--- src/rtl/fifo_mc_pkg.sv ---
// Shared constants, types and helpers for the single-clock multi-channel FIFO.
package fifo_mc_pkg;

  localparam int DEF_DATA_SIZE = 8;
  localparam int DEF_ADDR_SIZE = 4;
  localparam int DEF_NUM_CH    = 4;

  function automatic int cnt_width(input int addr_size);
    return addr_size + 1;
  endfunction

  // Per-channel bookkeeping at the default depth.
  typedef struct packed {
    logic [DEF_ADDR_SIZE-1:0] wptr;
    logic [DEF_ADDR_SIZE-1:0] rptr;
    logic [DEF_ADDR_SIZE:0]   count;
  } ch_state_t;

  function automatic int flat_addr(input int ch, input int ptr, input int addr_size);
    return (ch << addr_size) + ptr;
  endfunction

endpackage

--- src/rtl/fifo_mc_ch_ctrl.sv ---
// Pointer, occupancy and status-flag controller for one FIFO channel.
module fifo_mc_ch_ctrl
  import fifo_mc_pkg::*;
#(
  parameter int ADDR_SIZE = DEF_ADDR_SIZE
) (
  input  logic                 clk,
  input  logic                 rst_n,
  input  logic                 wr_hit,
  input  logic                 rd_hit,
  output logic                 wr_acc,
  output logic                 rd_acc,
  output logic [ADDR_SIZE-1:0] wptr,
  output logic [ADDR_SIZE-1:0] rptr,
  output logic [ADDR_SIZE:0]   count,
  output logic                 full,
  output logic                 empty,
  output logic                 ovf,
  output logic                 udf
);

  localparam int CW    = cnt_width(ADDR_SIZE);
  localparam int DEPTH = 1 << ADDR_SIZE;

  logic [ADDR_SIZE-1:0] wptr_r, rptr_r, wptr_s, rptr_s;
  logic [CW-1:0]        count_r, count_s;
  logic                 full_r, empty_r, ovf_r, udf_r;
  logic                 wr_acc_s, rd_acc_s;

  // Acceptance uses start-of-cycle flags, so a full channel still drains and an empty one still fills.
  always_comb begin
    wr_acc_s = wr_hit && !full_r;
    rd_acc_s = rd_hit && !empty_r;
    wptr_s   = wr_acc_s ? wptr_r + ADDR_SIZE'(1) : wptr_r;
    rptr_s   = rd_acc_s ? rptr_r + ADDR_SIZE'(1) : rptr_r;
    case ({wr_acc_s, rd_acc_s})
      2'b10:   count_s = count_r + CW'(1);
      2'b01:   count_s = count_r - CW'(1);
      default: count_s = count_r;
    endcase
  end

  // Channel state register; flags are derived from next count so they stay consistent with it.
  always_ff @(posedge clk or negedge rst_n) begin
    if (!rst_n) begin
      wptr_r  <= '0;
      rptr_r  <= '0;
      count_r <= '0;
      full_r  <= 1'b0;
      empty_r <= 1'b1;
      ovf_r   <= 1'b0;
      udf_r   <= 1'b0;
    end else begin
      wptr_r  <= wptr_s;
      rptr_r  <= rptr_s;
      count_r <= count_s;
      full_r  <= (count_s == CW'(DEPTH));
      empty_r <= (count_s == CW'(0));
      ovf_r   <= ovf_r | (wr_hit & full_r);
      udf_r   <= udf_r | (rd_hit & empty_r);
    end
  end

  assign wr_acc = wr_acc_s;
  assign rd_acc = rd_acc_s;
  assign wptr   = wptr_r;
  assign rptr   = rptr_r;
  assign count  = count_r;
  assign full   = full_r;
  assign empty  = empty_r;
  assign ovf    = ovf_r;
  assign udf    = udf_r;

endmodule

--- src/rtl/fifo_mc_memory.sv ---
// Single-clock multi-channel FIFO: shared RAM split into NUM_CH circular queues.
// Optional FIFO_MC_PARITY_EN adds a stored even-parity bit and the rd_par_err pulse.
module fifo_mc_memory
  import fifo_mc_pkg::*;
#(
  parameter int  DATA_SIZE = DEF_DATA_SIZE,
  parameter int  ADDR_SIZE = DEF_ADDR_SIZE,
  parameter int  NUM_CH    = DEF_NUM_CH,
  localparam int CH_W      = (NUM_CH > 1) ? $clog2(NUM_CH) : 1
) (
  input  logic                            clk,
  input  logic                            rst_n,
  input  logic                            wr_en,
  input  logic [CH_W-1:0]                 wr_ch,
  input  logic [DATA_SIZE-1:0]            wr_data,
  input  logic                            rd_en,
  input  logic [CH_W-1:0]                 rd_ch,
  output logic [DATA_SIZE-1:0]            rd_data,
  output logic                            rd_valid,
  output logic [NUM_CH-1:0]               full,
  output logic [NUM_CH-1:0]               empty,
  output logic [NUM_CH-1:0]               ovf,
  output logic [NUM_CH-1:0]               udf,
  output logic [NUM_CH*(ADDR_SIZE+1)-1:0] count
`ifdef FIFO_MC_PARITY_EN
  ,
  output logic                            rd_par_err
`endif
);

  localparam int CW    = cnt_width(ADDR_SIZE);
  localparam int DEPTH = 1 << ADDR_SIZE;
  localparam int AW    = CH_W + ADDR_SIZE;
`ifdef FIFO_MC_PARITY_EN
  localparam int WW    = DATA_SIZE + 1;
`else
  localparam int WW    = DATA_SIZE;
`endif

  logic [WW-1:0]        mem_r [NUM_CH*DEPTH];
  logic [NUM_CH-1:0]    wr_hit_s, rd_hit_s, wr_acc_s, rd_acc_s;
  logic [ADDR_SIZE-1:0] wptr_s [NUM_CH];
  logic [ADDR_SIZE-1:0] rptr_s [NUM_CH];
  logic [ADDR_SIZE-1:0] wr_ptr_s, rd_ptr_s;
  logic [AW-1:0]        waddr_s, raddr_s;
  logic [WW-1:0]        wr_word_s, rd_word_s;
  logic                 wr_any_s, rd_any_s;
  logic [DATA_SIZE-1:0] rd_data_r;
  logic                 rd_valid_r;

  // Channel-select decode; an index beyond NUM_CH matches no channel and is silently dropped.
  always_comb begin
    for (int i = 0; i < NUM_CH; i++) begin
      wr_hit_s[i] = wr_en && (wr_ch == CH_W'(i));
      rd_hit_s[i] = rd_en && (rd_ch == CH_W'(i));
    end
  end

  for (genvar g = 0; g < NUM_CH; g++) begin : g_ch
    fifo_mc_ch_ctrl #(.ADDR_SIZE(ADDR_SIZE)) u_ch (
      .clk    (clk),
      .rst_n  (rst_n),
      .wr_hit (wr_hit_s[g]),
      .rd_hit (rd_hit_s[g]),
      .wr_acc (wr_acc_s[g]),
      .rd_acc (rd_acc_s[g]),
      .wptr   (wptr_s[g]),
      .rptr   (rptr_s[g]),
      .count  (count[g*CW +: CW]),
      .full   (full[g]),
      .empty  (empty[g]),
      .ovf    (ovf[g]),
      .udf    (udf[g])
    );
  end

  // At most one channel accepts each direction, so OR-muxing its pointer is exact.
  always_comb begin
    wr_ptr_s = '0;
    rd_ptr_s = '0;
    for (int i = 0; i < NUM_CH; i++) begin
      wr_ptr_s = wr_ptr_s | (wr_acc_s[i] ? wptr_s[i] : '0);
      rd_ptr_s = rd_ptr_s | (rd_acc_s[i] ? rptr_s[i] : '0);
    end
    wr_any_s = |wr_acc_s;
    rd_any_s = |rd_acc_s;
    waddr_s  = AW'(flat_addr(int'(wr_ch), int'(wr_ptr_s), ADDR_SIZE));
    raddr_s  = AW'(flat_addr(int'(rd_ch), int'(rd_ptr_s), ADDR_SIZE));
`ifdef FIFO_MC_PARITY_EN
    wr_word_s = {^wr_data, wr_data};
`else
    wr_word_s = wr_data;
`endif
    rd_word_s = mem_r[raddr_s];
  end

  // Shared storage; contents are deliberately left unreset.
  always_ff @(posedge clk) begin
    if (wr_any_s) begin
      mem_r[waddr_s] <= wr_word_s;
    end
  end

  // Read-data register: one-cycle latency, holds its value between accepted reads.
  always_ff @(posedge clk or negedge rst_n) begin
    if (!rst_n) begin
      rd_data_r  <= '0;
      rd_valid_r <= 1'b0;
    end else begin
      rd_valid_r <= rd_any_s;
      if (rd_any_s) begin
        rd_data_r <= rd_word_s[DATA_SIZE-1:0];
      end else begin
        rd_data_r <= rd_data_r;
      end
    end
  end

`ifdef FIFO_MC_PARITY_EN
  logic rd_par_err_r;

  // Parity check pulse, aligned with rd_valid.
  always_ff @(posedge clk or negedge rst_n) begin
    if (!rst_n) begin
      rd_par_err_r <= 1'b0;
    end else begin
      rd_par_err_r <= rd_any_s && ((^rd_word_s[DATA_SIZE-1:0]) != rd_word_s[DATA_SIZE]);
    end
  end

  assign rd_par_err = rd_par_err_r;
`endif

  assign rd_data  = rd_data_r;
  assign rd_valid = rd_valid_r;

endmodule

--- config.mk ---
export PLATFORM = sky130hd
export DESIGN_NAME = fifo_mc_memory
export DESIGN_NICKNAME = d
export VERILOG_FILES = /design/src/rtl/fifo_mc_pkg.sv /design/src/rtl/fifo_mc_ch_ctrl.sv /design/src/rtl/fifo_mc_memory.sv
export SDC_FILE = /design/constraint.sdc
export NUM_CORES = 1
export LEC_CHECK = 0
export ABC_CLOCK_PERIOD_IN_PS = 4300
export CAP_MARGIN = 0
export CORE_MARGIN = 1
export CORE_UTILIZATION = 35
export DETAILED_ROUTE_END_ITERATION = 6
export PLACE_DENSITY_LB_ADDON = 0.25
export SKIP_CTS_REPAIR_TIMING = 1
export SYNTH_ARGS = -nofsm -noshare
export SYNTH_HDL_FRONTEND = slang
export SYNTH_SLANG_ARGS = --single-unit
export TNS_END_PERCENT = 100
--- constraint.sdc ---
create_clock -name clk -period 4.3 [get_ports clk]
set_input_delay 0.43 -clock clk [delete_from_list [all_inputs] [get_ports clk]]
set_output_delay 0.43 -clock clk [all_outputs]
set_load 0.1 [all_outputs]
Word level (Yosys, flattened, before mapping)
Memory sizes are Yosys's and may differ from the RTL's. A register that Yosys moved wholly into a read port is not among the register bits. Cells that the tools add are included.

Add/subtract/negate cells: 18. Multipliers: 0. Div/mod/pow operators: 0. Order comparisons: 0. Equality and inequality tests: 18. Shift-type cells: 0. Multiplexer cells: 14. Bitwise gates (word level): 22. Reductions and logical operators: 33.

Operators by type and width (count): $pmux W5 S2 (4); $add A4 B1 Y4 const B (8); $mux W4 (8); $or A4 B4 Y4 (6); $add A5 B1 Y5 const B (4); $eq A5 B5 Y1 const B (4); $logic_not A5 Y1 (4); $sub A5 B1 Y5 const B (4); $eq A2 B2 Y1 const B (8); $logic_and A1 B1 Y1 (16); $add A6 B4 Y6 (2); $eq A2 B1 Y1 const B (6); $logic_not A1 Y1 (9); $and A1 B1 Y1 (8); $or A1 B1 Y1 (8); $reduce_or A4 Y1 (2); $logic_not A2 Y1 (2); $mux W1 (2).

Register bits: 69. Bits in latches: 0. Bits in writable memories: 512. Bits in read-only memories: 0. Bits of input ports: 16. Output and inout port bits: 45. Logic and storage cells: 135. Memories kept: 1.

Memory list: mem_r (words 64, bits a word 8, rd ports 1, clocked after Yosys merged registers in 1, write ports 1, line fifo_mc_memory.sv:40) `logic [WW-1:0] mem_r [NUM_CH*DEPTH];`.

Depth between registers and ports, before layout
Gate-level depths: netlist of the first run.

Word-level depth: 8. Depth in mapped cells: 14. Gate-level depth less buffers: 13.

Hierarchy
A second synthesis of the first run with hierarchy kept.

Cells, all modules: 1701. Area total of the unflattened synthesis: 24428.4 um^2.

By module, submodules not included: fifo_mc_memory (instances 1, cells an instance 1393, area each 20893.8 um^2, seq. area each 15600.0 um^2); fifo_mc_ch_ctrl at g_ch[0].u_ch ... (instances 3, cells an instance 77, area each 882.1 um^2, seq. area each 426.7 um^2); fifo_mc_ch_ctrl at g_ch[3].u_ch (instances 1, cells an instance 77, area each 888.4 um^2, seq. area each 426.7 um^2).

Worst setup path before layout of the first run
OpenSTA, ideal clock, no wires.

Path kind: input port to flip-flop. Start point: input port wr_ch[1]. End point: register g_ch[0].u_ch.full_r. Setup time: 73 ps. Arrival time: 3062 ps. Required time: 4227 ps. Path slack: 1165 ps. Stages on the path: 12. Path buffers: 1. Cell sequence: nor4b_2 -> inv_1 -> ha_1 -> clkbuf_1 -> xor2_1 -> ha_1 -> a21oi_1 -> xnor2_1 -> nand2b_1 -> xnor2_1 -> or4_1 -> nor2b_1.

Cells in the longest elaborated chain, start to end: 6. Elaborated cells between the ends (all ways): 7. Those cells by class: eq/ne: 3; mux: 1; reduce/logical: 3.

Ends and longest elaborated chain: start: declaration (line fifo_mc_memory.sv:14) `input logic [CH_W-1:0] wr_ch,`; $logic_not A2 Y1 * (line fifo_mc_memory.sv:54) `wr_hit_s[i] = wr_en && (wr_ch == CH_W'(i));`; $logic_and A1 B1 Y1 * (line fifo_mc_memory.sv:54); $logic_and A1 B1 Y1 * (line fifo_mc_ch_ctrl.sv:32) `wr_acc_s = wr_hit && !full_r;`; $eq A2 B1 Y1 / $eq A2 B2 Y1 (equally long branches) (line fifo_mc_ch_ctrl.sv:36) `case ({wr_acc_s, rd_acc_s})`; $pmux W5 S2 * (line fifo_mc_ch_ctrl.sv:36); via g_ch[0].u_ch.count_s[2] (line fifo_mc_ch_ctrl.sv:26) `logic [CW-1:0] count_r, count_s;`; $eq A5 B5 Y1 * (line fifo_mc_ch_ctrl.sv:57) `full_r <= (count_s == CW'(DEPTH));`; end signal: assignment (line fifo_mc_ch_ctrl.sv:57); end: declaration (line fifo_mc_ch_ctrl.sv:27) `logic full_r, empty_r, ovf_r, udf_r;`.

Mark *: on every way through the listed nets, which the timed path passes. The rest lies on a longest branch. A chain may end at the register's enable or synchronous reset.

Worst setup path in the final report of the first run
Start point: register g_ch[3].u_ch.empty_r. End point: register rd_data_r[6], in the netlist rd_data[6], read port of mem_r.

Cells in the longest elaborated chain, start to end: 5. Elaborated cells between the ends (all ways): 6. Those cells by class: add/sub: 1; mux: 1; bitwise: 1; reduce/logical: 3.

Ends and longest elaborated chain: start: declaration (line fifo_mc_ch_ctrl.sv:27); start signal: assignment (line fifo_mc_ch_ctrl.sv:58) `empty_r <= (count_s == CW'(0));`; $logic_not A1 Y1 * (line fifo_mc_ch_ctrl.sv:33) `rd_acc_s = rd_hit && !empty_r;`; $logic_and A1 B1 Y1 * (line fifo_mc_ch_ctrl.sv:33); $mux W4 (line fifo_mc_memory.sv:83) `rd_ptr_s = rd_ptr_s | (rd_acc_s[i] ? rptr_s[i] : '0);`; $or A4 B4 Y4 (line fifo_mc_memory.sv:83); $add A6 B4 Y6 (line fifo_mc_pkg.sv:20) `return (ch << addr_size) + ptr;`; end: declaration (line fifo_mc_memory.sv:48) `logic [DATA_SIZE-1:0] rd_data_r;`.

Mark *: on every way between the ends. The rest lies on a longest branch, timed or not.

==> results.py, run 1 <==
metrics = {
    "status": {
        "status": "finished, final reports clean",
    },
    "clocking": {
        "cts_tree": "built",
        "clock_sinks": 589,
        "cts.clk_slew.worst_paths_ns": 0.06,
        "htree_levels": 2,
        "cts_buffer_depth": 3,
        "cts_buffers": 60,
        "clk_latency_ns": 0.63,
        "clock-root-buffer": "clkbuf_16",
    },
    "floorplanning": {
        "initial_utilization": 0.356,
        "die_h_microns": 264,
        "fp.dieW_microns": 264,
        "rows": 95,
        "pin_count": 61,
        "dieArea_sq_um": 69800,
        "core_sq_um": 67600,
    },
    "placement": {
        "port_buffers": 60,
        "place_ws_ns": 0.144,
        "gp_congestion": 0.842,
        "post-dp-hpwl_microns": 44800,
    },
    "logic_synthesis": {
        "ys_warn_count": 0,
        "syn_avg_cell_area_sq_um": 15.5,
        "synth_flop_cell": "edfxtp_1",
        "yosysTopAreaCell": "edfxtp_1",
        "synth.top_cells.by_area": "edfxtp_1 (64%), dfrtp_1 (7.6%), mux4_2 (4.4%)",
        "syn_area_sq_um": 24100,
        "yosysUniqueCellTypes": 73,
        "ys_seq_area_frac": 0.719,
        "synth_nets": 1588,
        "yosys.area.top_type_share": 0.639,
        "ys_seq_elements": 589,
        "async_flop_share": 0.131,
        "syn_inst": 1555,
        "synth_edf_count": 512,
    },
    "layout": {
        "final_common_cell": "edfxtp_1",
        "layout-drive-gt1-share": 0.185,
        "syn_to_final_growth_pct": 18.6,
        "antenna_cells": 0,
        "final_cell_mix": "edfxtp_1 (512), nand2_1 (169), buf_4 (142), nor2_1 (100), dfrtp_1 (73)",
        "finalCoreUtilization": 0.422,
        "nets": 1764,
    },
    "worst_setup_path": {
        "critical_path_class": "reg -> reg",
        "cp_data_arrival_time_ns": 4.18,
        "startpoint_type": "flip-flop",
        "required_ns": 4.80,
        "crit_path_max_fanout": 56,
        "cp-end-kind": "flip-flop",
    },
    "timing": {
        "setup_violations": 0,
        "hold_viol": 0,
        "fmax_mhz": 272,
        "slew_viol_final": 0,
        "min_period_ns": 3.68,
        "skew_ns": 0.0210,
        "finalSetupTns_ns": 0,
        "tightest_slew_ns": 1.00,
        "slew_headroom": 0.330,
        "fin_ws_ns": 0.622,
        "rsz0062_at_grt": "no",
        "fin_crit_sh": 0.855,
    },
    "hold_path": {
        "hp-class": "in -> reg",
    },
    "route": {
        "wirelength_met1_microns": 28700,
        "dr_wl_met3_microns": 4380,
        "dr.first_iter.drc_count": 1204,
        "drt_pass1_iterations": 5,
        "wl_per_cell_microns": 25.5,
        "drcViolationCount": 0,
        "drtAntennaViolNets": 0,
        "routed_wl_microns": 67600,
        "num_vias": 14572,
        "wl_met2_microns": 32500,
        "vias_per_cell": 5.49,
        "top_layer": "met4",
    },
    "global_route": {
        "grt.total_usage": 0.193,
        "grt_pass1_wl_microns": 98800,
        "grt-ovfl-total": 0,
        "grt_pass1_vias": 14321,
        "antenna_found_initial": 0,
        "grt_max_degree": 65,
    },
    "power_and_ir_drop": {
        "p_leak_nw": 10.0,
        "power.density_nw_per_um2": 618,
        "ir_worst_vdd_v": 0.000391,
    },
    "flow_run": {
        "max-cap-violations": 0,
    },
}
==> Yosys cell counts (5+ instances only) <==
cell type / count
a41o_1: 5
a211oi_1: 69
nand2_1: 170
buf_4: 20
mux4_2: 47
mux2i_1: 50
o32a_1: 8
mux2_2: 7
nor3_1: 14
ha_1: 17
a22o_1: 8
buf_2: 31
o21bai_1: 5
nand4_1: 17
nand2b_1: 5
a31oi_1: 23
xor2_1: 13
and3_1: 55
a2111oi_0: 14
clkbuf_1: 41
edfxtp_1: 512
dfrtp_1: 73
a221oi_1: 10
xnor2_1: 33
nor2b_1: 7
nor4_1: 5
a311oi_1: 8
a22oi_1: 22
o21ai_0: 17
nor2_1: 101
a21oi_1: 24
nand3_1: 40
and2_1: 5
==> worst paths after layout <==
kind,start,to,slack [ns],cells after the start
worst max-delay path,g_ch[3].u_ch.empty$_DFF_PN1_,rd_data[6]$_DFFE_PN0P_,0.62,10
worst min-delay path,wr_data[6],mem_r[38][6]$_DFFE_PP_,0.25,1
worst max register to register,g_ch[3].u_ch.empty$_DFF_PN1_,rd_data[6]$_DFFE_PN0P_,0.62,10
worst min register to register,g_ch[2].u_ch.ovf$_DFF_PN0_,g_ch[2].u_ch.ovf$_DFF_PN0_,0.47,1
max in group asynchronous,rst_n,rd_data[1]$_DFFE_PN0P_,2.98,3
min in group asynchronous,rst_n,rd_valid$_DFF_PN0_,0.38,2
==> layer usage <==
| layer | global-route usage | vias to the layer above |
|---|---|---|
| li1 | - | 6431 |
| met5 | 0 | - |
| met4 | 0.0622 | 0 |
| met2 | 0.316 | 558 |
| met3 | 0.0277 | 109 |
| met1 | 0.266 | 7474 |
==> kinds of logic (layout without fill, tap and decap cells) <==
group / Yosys count / in the layout / share of synthesized area
multiplexers: 104 / 104 / 0.0680
adder cells (fa/ha/maj): 17 / 17 / 0.00884
AO/OA/AOI/OAI: 245 / 245 / 0.0758
buffers and inverters: 108 / 332 / 0.0228
XOR/XNOR: 46 / 46 / 0.0167
flip-flops: 589 / 589 / 0.719
AND/OR/NAND/NOR: 446 / 446 / 0.0886
==> sequential cells by signal, summed over array words and instances (netlist names) <==
signal,count
rd_data,8
g_ch.u_ch.count,20
g_ch.u_ch.udf,4
g_ch.u_ch.rptr,16
g_ch.u_ch.ovf,4
g_ch.u_ch.wptr,16
g_ch.u_ch.full,4
mem_r,512
rd_valid,1
g_ch.u_ch.empty,4
==> through the flow <==
stage	instance area, sq um	cells	total power, W	hold WS (ns)
finish	28500	2652	0.0176	0.252
global route	28500	2652	0.0183	0.239
CTS	28500	2651	0.0178	-0.169
detailed placement	26500	2541	0.0124	0.454
global placement	26500	2541	0.0124	0.452
floorplan	24100	1555	0.0106	0.134
==> cell type report <==
type                    instances  area [sq um]
clock buffers                  75          1620
well taps                     873          1090
flip-flops and latches        589         17300
fillers                      6020         39100
inverters                       9          33.8
repair buffers                213          1850
multi-input cells             858          6240
clock inverters                35           414
==> worst max-delay path, cell delays in order (launching register included) <==
cell	delay (ns)
dfstp_2	0.61
and4b_1	0.27
a22oi_2	0.30
buf_12	0.32
nand2_4	0.25
buf_12	0.25
a2111oi_0	0.53
a211oi_1	0.19
o311ai_1	0.31
nand4_1	0.13
o32a_1	0.35
==> power by group <==
part | internal (W) | total [W] | leakage, nW | switching (W)
registers | 0.00662 | 0.00704 | 5.54 | 0.000421
clock network | 0.00319 | 0.00536 | 1.00 | 0.00217
logic | 0.00165 | 0.00523 | 3.46 | 0.00358
total | 0.0115 | 0.0176 | 10.0 | 0.00617
Note: power is estimated with default switching activity, not from simulation.
==> run 2: changes to the inputs <==
--- a/config.mk
+++ b/config.mk
@@ -11,6 +11,7 @@
 export CORE_UTILIZATION = 35
 export DETAILED_ROUTE_END_ITERATION = 6
 export PLACE_DENSITY_LB_ADDON = 0.25
+export SETUP_SLACK_MARGIN = 0.05
 export SKIP_CTS_REPAIR_TIMING = 1
 export SYNTH_ARGS = -nofsm -noshare
 export SYNTH_HDL_FRONTEND = slang
==> results of run 2 <==
The final DEF is identical to that of run 1; final timing and power are the same.
